## config.mk

```make
export PLATFORM = sky130hd
export DESIGN_NAME = mcp3_fifo512x064_ctl
export DESIGN_NICKNAME = d
export VERILOG_FILES = /design/src/rtl/mcp3_fifo512x064_ctl.sv
export SDC_FILE = /design/constraint.sdc
export NUM_CORES = 1
export LEC_CHECK = 0
export BUFFER_PORTS_ARGS = -buffer_cell sky130_fd_sc_hd__buf_2
export CELL_PAD_IN_SITES_DETAIL_PLACEMENT = 0
export CELL_PAD_IN_SITES_GLOBAL_PLACEMENT = 2
export CORE_ASPECT_RATIO = 1.1
export CORE_MARGIN = 5
export CORE_UTILIZATION = 29
export DETAILED_ROUTE_END_ITERATION = 10
export HOLD_SLACK_MARGIN = 0.1
export PLACE_DENSITY = 0.77
export SLEW_MARGIN = 40
export SYNTH_ARGS = -nofsm -noshare
export SYNTH_HDL_FRONTEND = slang
export SYNTH_SLANG_ARGS = --single-unit
```

## constraint.sdc

```tcl
create_clock -name clk -period 4.8 [get_ports clk]
set_input_delay 1.2 -clock clk [delete_from_list [all_inputs] [get_ports clk]]
set_output_delay 1.2 -clock clk [all_outputs]
set_load 0.02 [all_outputs]
```

## src/rtl/mcp3_fifo512x064_ctl.sv

```systemverilog
// mcp3_fifo512x064_ctl: 512x64 FWFT FIFO controller around an external 1-cycle-latency block RAM
module mcp3_fifo512x064_ctl #(
    parameter int AFULL_THRESH = 448
) (
    input  logic        clk,
    input  logic        reset,
    input  logic        flush,
    input  logic        push_valid,
    input  logic [63:0] push_data,
    output logic        push_ready,
    output logic        pop_valid,
    output logic [63:0] pop_data,
    input  logic        pop_ready,
    output logic [9:0]  count,
    output logic        empty,
    output logic        full,
    output logic        almost_full,
    output logic        ram_wren,
    output logic [8:0]  ram_wrad,
    output logic [63:0] ram_data,
    output logic        ram_rden,
    output logic [8:0]  ram_rdad,
    input  logic [63:0] ram_q
);
    logic [8:0]  wrptr, rdptr;
    logic [9:0]  ram_cnt;
    logic        inflight;
    logic [1:0]  ob_cnt;
    logic [63:0] ob0, ob1;
    logic        pop;
    logic [1:0]  base;

    assign push_ready  = (count < 10'd512) && !flush && !reset;
    assign ram_wren    = push_valid && push_ready;
    assign ram_wrad    = wrptr;
    assign ram_data    = push_data;
    assign pop_valid   = ob_cnt != 2'd0;
    assign pop_data    = ob0;
    assign pop         = pop_valid && pop_ready;
    assign ram_rden    = (ram_cnt != 10'd0) && (({1'b0, ob_cnt} + {2'b0, inflight} - {2'b0, pop}) < 3'd2) && !flush && !reset;
    assign ram_rdad    = rdptr;
    assign base        = ob_cnt - {1'b0, pop};
    assign empty       = count == 10'd0;
    assign full        = count == 10'd512;
    assign almost_full = count >= 10'(AFULL_THRESH);

    // Pointers and occupancy bookkeeping; reset and flush both discard everything
    always_ff @(posedge clk) begin
        if (reset || flush) begin
            wrptr    <= '0;
            rdptr    <= '0;
            ram_cnt  <= '0;
            inflight <= 1'b0;
            ob_cnt   <= '0;
            count    <= '0;
        end else begin
            wrptr    <= wrptr + {8'd0, ram_wren};
            rdptr    <= rdptr + {8'd0, ram_rden};
            ram_cnt  <= ram_cnt + {9'd0, ram_wren} - {9'd0, ram_rden};
            inflight <= ram_rden;
            ob_cnt   <= base + {1'b0, inflight};
            count    <= count + {9'd0, ram_wren} - {9'd0, pop};
        end
    end

    // Head/tail slots: shift on pop, land returning RAM data in the first free slot
    always_ff @(posedge clk) begin
        ob0 <= (inflight && base == 2'd0) ? ram_q : pop ? ob1 : ob0;
        ob1 <= (inflight && base != 2'd0) ? ram_q : ob1;
    end
endmodule
```

* After elaboration in Yosys (flattened, before gate mapping)
Index checks and enable logic that the tools add are counted.
Cells by class: add/subtract/negate cells 10, $lt $le $gt $ge 3, equality and inequality tests 1, multiplexer cells 2, reductions and logical operators 18
Operators by type and width (count):
- $mux W64 | 2
- $add A10 B1 Y10 | 2
- $sub A10 B1 Y10 | 2
- $add A9 B1 Y9 | 2
- $eq A10 B10 Y1 const B | 1
- $ge A10 B9 Y1 const B | 1
- $logic_not A10 Y1 | 1
- $lt A10 B10 Y1 const B | 1
- $reduce_bool A10 Y1 | 1
- $logic_and A1 B1 Y1 | 9
- $reduce_bool A2 Y1 | 3
- $add A2 B1 Y3 | 1
- $lt A3 B2 Y1 const B | 1
- $sub A3 B1 Y3 | 1
- $add A2 B1 Y2 | 1
- $logic_not A1 Y1 | 2
- $logic_not A2 Y1 | 1
- $sub A2 B1 Y2 | 1
- $logic_or A1 B1 Y1 | 1
Word-level totals: register bits after elaboration 169, bits of input ports 133, output and inout port bits 163, word-level logic and storage cells 42

* Logic depth before layout (Yosys ltp)
depth after elaboration 8, depth in mapped cells 16, gate-level depth less buffers 16

* Worst setup path before layout
Ideal clock, no wire load.
path kind in2reg, from input port pop_ready, to register ob1[0] (enable), setup time 494 ps, arrival 4531 ps, required time 4306 ps, path slack -225 ps, stages 4, buffers on the path 0, cell sequence nand3b_4 > ha_1 > nor2_4 > nor2b_1
On the way: longest elaborated chain between the ends 4
RTL lines:
- start: declaration | RTL line 13 | input logic pop_ready,
- $logic_and A1 B1 Y1 | RTL line 39 | assign pop = pop_valid && pop_ready;
- $sub A2 B1 Y2 | RTL line 42 | assign base = ob_cnt - {1'b0, pop};
- $reduce_bool A2 Y1 | RTL line 69 | ob1 <= (inflight && base != 2'd0) ? ram_q : ob1;
- $logic_and A1 B1 Y1 | RTL line 69
- end signal: assignment | RTL line 69
- end: declaration | RTL line 29 | logic [63:0] ob0, ob1;
Every way passes these cells. A chain may end at the register's enable or synchronous reset.

* Worst setup path after layout
from input port pop_ready, to output port ram_rden
On the way: longest elaborated chain between the ends 6
RTL lines:
- $logic_and A1 B1 Y1 | RTL line 39
- $sub A3 B1 Y3 | RTL line 40 | assign ram_rden = (ram_cnt != 10'd0) && (({1'b0, ob_cnt} + {2'b0, inflight} - {2'b0, pop}) < 3'd2) && !flush & ...
- $lt A3 B2 Y1 | RTL line 40
- $logic_and A1 B1 Y1 (3 in a row) | RTL line 40
- end: declaration | RTL line 21 | output logic ram_rden,
Every way passes these cells.

==> flow_summary_export.csv <==
group,metric,value,unit
layout,nFillCells,2653,
cts,postCtsSetupBuffers,0,
pwr,pwr-share-clk,31.4,%
floorplanning,die_w,167,um
placement,place_hpwl,11.8,mm
cts,path_clk_slew,60,ps
pwr,leakage,3.80,nW
critical_path,startpoint,"pop_ready",
sta,max_freq,0.253,GHz
cts,clkSinkCount,169,
critical_path,crit_fanout,4,
placement,globalplace.congestion,0.769,
status,status,"complete, no violations",
synthesis,synth.avg_cell_area,14.1,sq um
sta,slew_headroom,55.2,%
sta,finalWorstSetupSlack,841,ps
cts,h-tree-depth,4,
cts,cts_buffers,17,
sta,grt_setup_unrepaired,"false",
route,vias,4454,
synthesis,synth_cell_types,53,
route,wl_per_cell,15.8,um
pwr,p_sw_share,31.0,%
sta,fin_crit,3960,ps
synthesis,synth_seq_cells,169,
cts,clk_latency,430,ps
floorplanning,fp-row-count,63,
worst_hold_path,min_from,"ram_wrad[7]",
cts,ctsHoldBuffers,0,
route,vias_per_cell,4.27,
layout,seqCellArea,4660,sq um
cts,cts_tree,"yes",
synthesis,synth_cells,555,
grt,grt_pass1_vias,4453,
grt,grt_max_degree,65,
synthesis,synth_fp_nets,726,
run,cap_violations,0,
critical_path,arrival,2760,ps
pwr,p_sw,0.00145,W
pwr,seqPwrFrac,39.7,%
cts,cts-resized-gates,0,
floorplanning,die_h,183,um
layout,areaGrowthSynthToFinish,17.9,%
synthesis,ys.flop_type,"edfxtp_1",
pwr,combPwrFrac,28.9,%
synthesis,yosysSeqAreaShare,59.4,%
worst_hold_path,hp-class,"flop to flop",
route,drtPass1Iterations,4,
grt,grt_usage,10.8,%
pwr,vdd_drop_max,0.000202,V
layout,layout-drive-gt1-share,40.9,%
grt,overflow,0,
route,ant_nets,0,
sta,worst_pin_slew,672,ps
layout,fin_area,9250,sq um
critical_path,critPathCaptureType,"output pin",
critical_path,critPathLaunchType,"input port",
floorplanning,ioPinCount,296,
grt,grt_pass1_wl,25.7,mm
floorplanning,initial_core_util,29.3,%
synthesis,ys_async_sr_fraction,0,%
critical_path,crit_type,"input port to output pin",
synthesis,synth-edff-count,128,
placement,post-place-ws,500,ps
pwr,power_per_cell_area,505,nW/um^2
layout,final_core_util,34.5,%
sta,fin_skew,19.4,ps
cts,cts-root-buf,"clkbuf_16",
sta,period_share,82.5,%
synthesis,synth-warning-count,0,
layout,final_nets,842,
layout,multi_input_area,2490,sq um
floorplanning,core,26800,sq um
cts,cts_buffer_depth,2,
critical_path,timing.rr.start,"ob_cnt[1]",
sta,finalHoldViolCount,0,
floorplanning,die-area,30400,sq um
sta,maxSlewViolCount,0,
synthesis,synthesis.area,7850,sq um
sta,fin_tns_setup,0,ps
placement,place_area,8620,sq um
pwr,internal-power,0.00322,W
critical_path,required,3600,ps
route,wirelength,16.4,mm
sta,holdWs,498,ps
route,drt_iter0_markers,233,
route,drcViolationCount,0,
sta,setup_viol,0,
placement,io_buffers,167,
grt,antenna_found_initial,0,
[power groups by stage]
stage          logic [W]  registers (W)  clock network, W
6_report         0.00135        0.00185           0.00147
5_1_grt          0.00149        0.00187           0.00158
4_1_cts          0.00138        0.00186           0.00152
3_5_place_dp     0.00137        0.00189                 0
3_3_place_gp     0.00137        0.00189                 0
2_1_floorplan   0.000953        0.00205                 0
[area by class of cell]
class / count / area share, %
sequential: 169 / 50.4
clock buffer: 17 / 4.60
tap: 357 / 4.83
antenna: 1 / 0.0271
inverter: 33 / 1.34
multi-input combinational: 278 / 27.0
clock inverter: 15 / 2.20
timing repair buffer: 172 / 9.62
[cells in the final DEF (no fill, tap or decap), types with 2 or more instances in the layout]
cell and n:
dfxtp_1 41, a211oi_1 3, xnor2_1 12, buf_2 167, inv_1 32, nor2b_1 7
nand2_1 18, or3_1 9, nand3_1 8, inv_8 3, edfxtp_1 128, inv_6 5
mux2_2 15, o21ai_0 9, ha_1 35, and2_1 11, buf_4 3, nor2_1 30
xor2_1 9, and3_1 3, clkbuf_16 17, nor3_1 8, a21oi_1 16, mux2_4 49
bufinv_16 3, nand2b_1 3, fa_1 3, o21a_1 2
[state kept, by name, indices dropped and copies added (netlist names)]
register,cells
ram_cnt,10
pop_data,64
inflight,1
ob_cnt,2
ob1,64
count,10
ram_wrad,9
ram_rdad,9
[critical path, cell delays in order]
cell and delay, ps:
buf_2 130, o21ai_2 200, nand2_1 100, fa_1 480, nor3b_2 180, o211ai_1 140
inv_1 150, buf_2 190
[through the flow]
| step | power [W] | std cells |
|---|---|---|
| global route | 0.00495 | 1041 |
| floorplan | 0.00300 | 555 |
| finish | 0.00467 | 1042 |
| CTS | 0.00476 | 1041 |
| detailed placement | 0.00326 | 1009 |
| global placement | 0.00326 | 1009 |
[metal layers]
metal | track usage, % | share of wire, %
met4 | 3.31 | 1.3
met5 | 0 | 0
met1 | 14.2 | 47
met3 | 4.35 | 7.6
met2 | 16.3 | 44
[synth_stat cells, drive strengths merged (10+ instances only)]
cell type	count	area (sq um)
nand2	19	73.8
nor2	32	128
and2	11	68.8
edfxtp	128	3840
ha	35	438
dfxtp	41	821
a21oi	16	80.1
o21ai	10	53.8
buf	71	572
inv	33	124
mux2	64	905
xnor2	12	105
[kinds of logic after synthesis]
kind of cell / share of synthesized area [%]
AO/OA/AOI/OAI: 3.75
XOR/XNOR: 2.34
adder cells (fa/ha/maj): 6.35
buffers and inverters: 9.06
flip-flops: 59.4
multiplexers: 11.7
AND/OR/NAND/NOR: 7.40
[worst paths after layout]
path / cells past startpoint / slack (ps) / endpoint
hold reg to reg: 2 / 500 / ram_wrad[7]
setup reg to reg: 16 / 1360 / ram_cnt[6]
hold / removal: 2 / 500 / ram_wrad[7]
setup / recovery: 8 / 840 / ram_rden
Power figures use the tool's default switching activity.
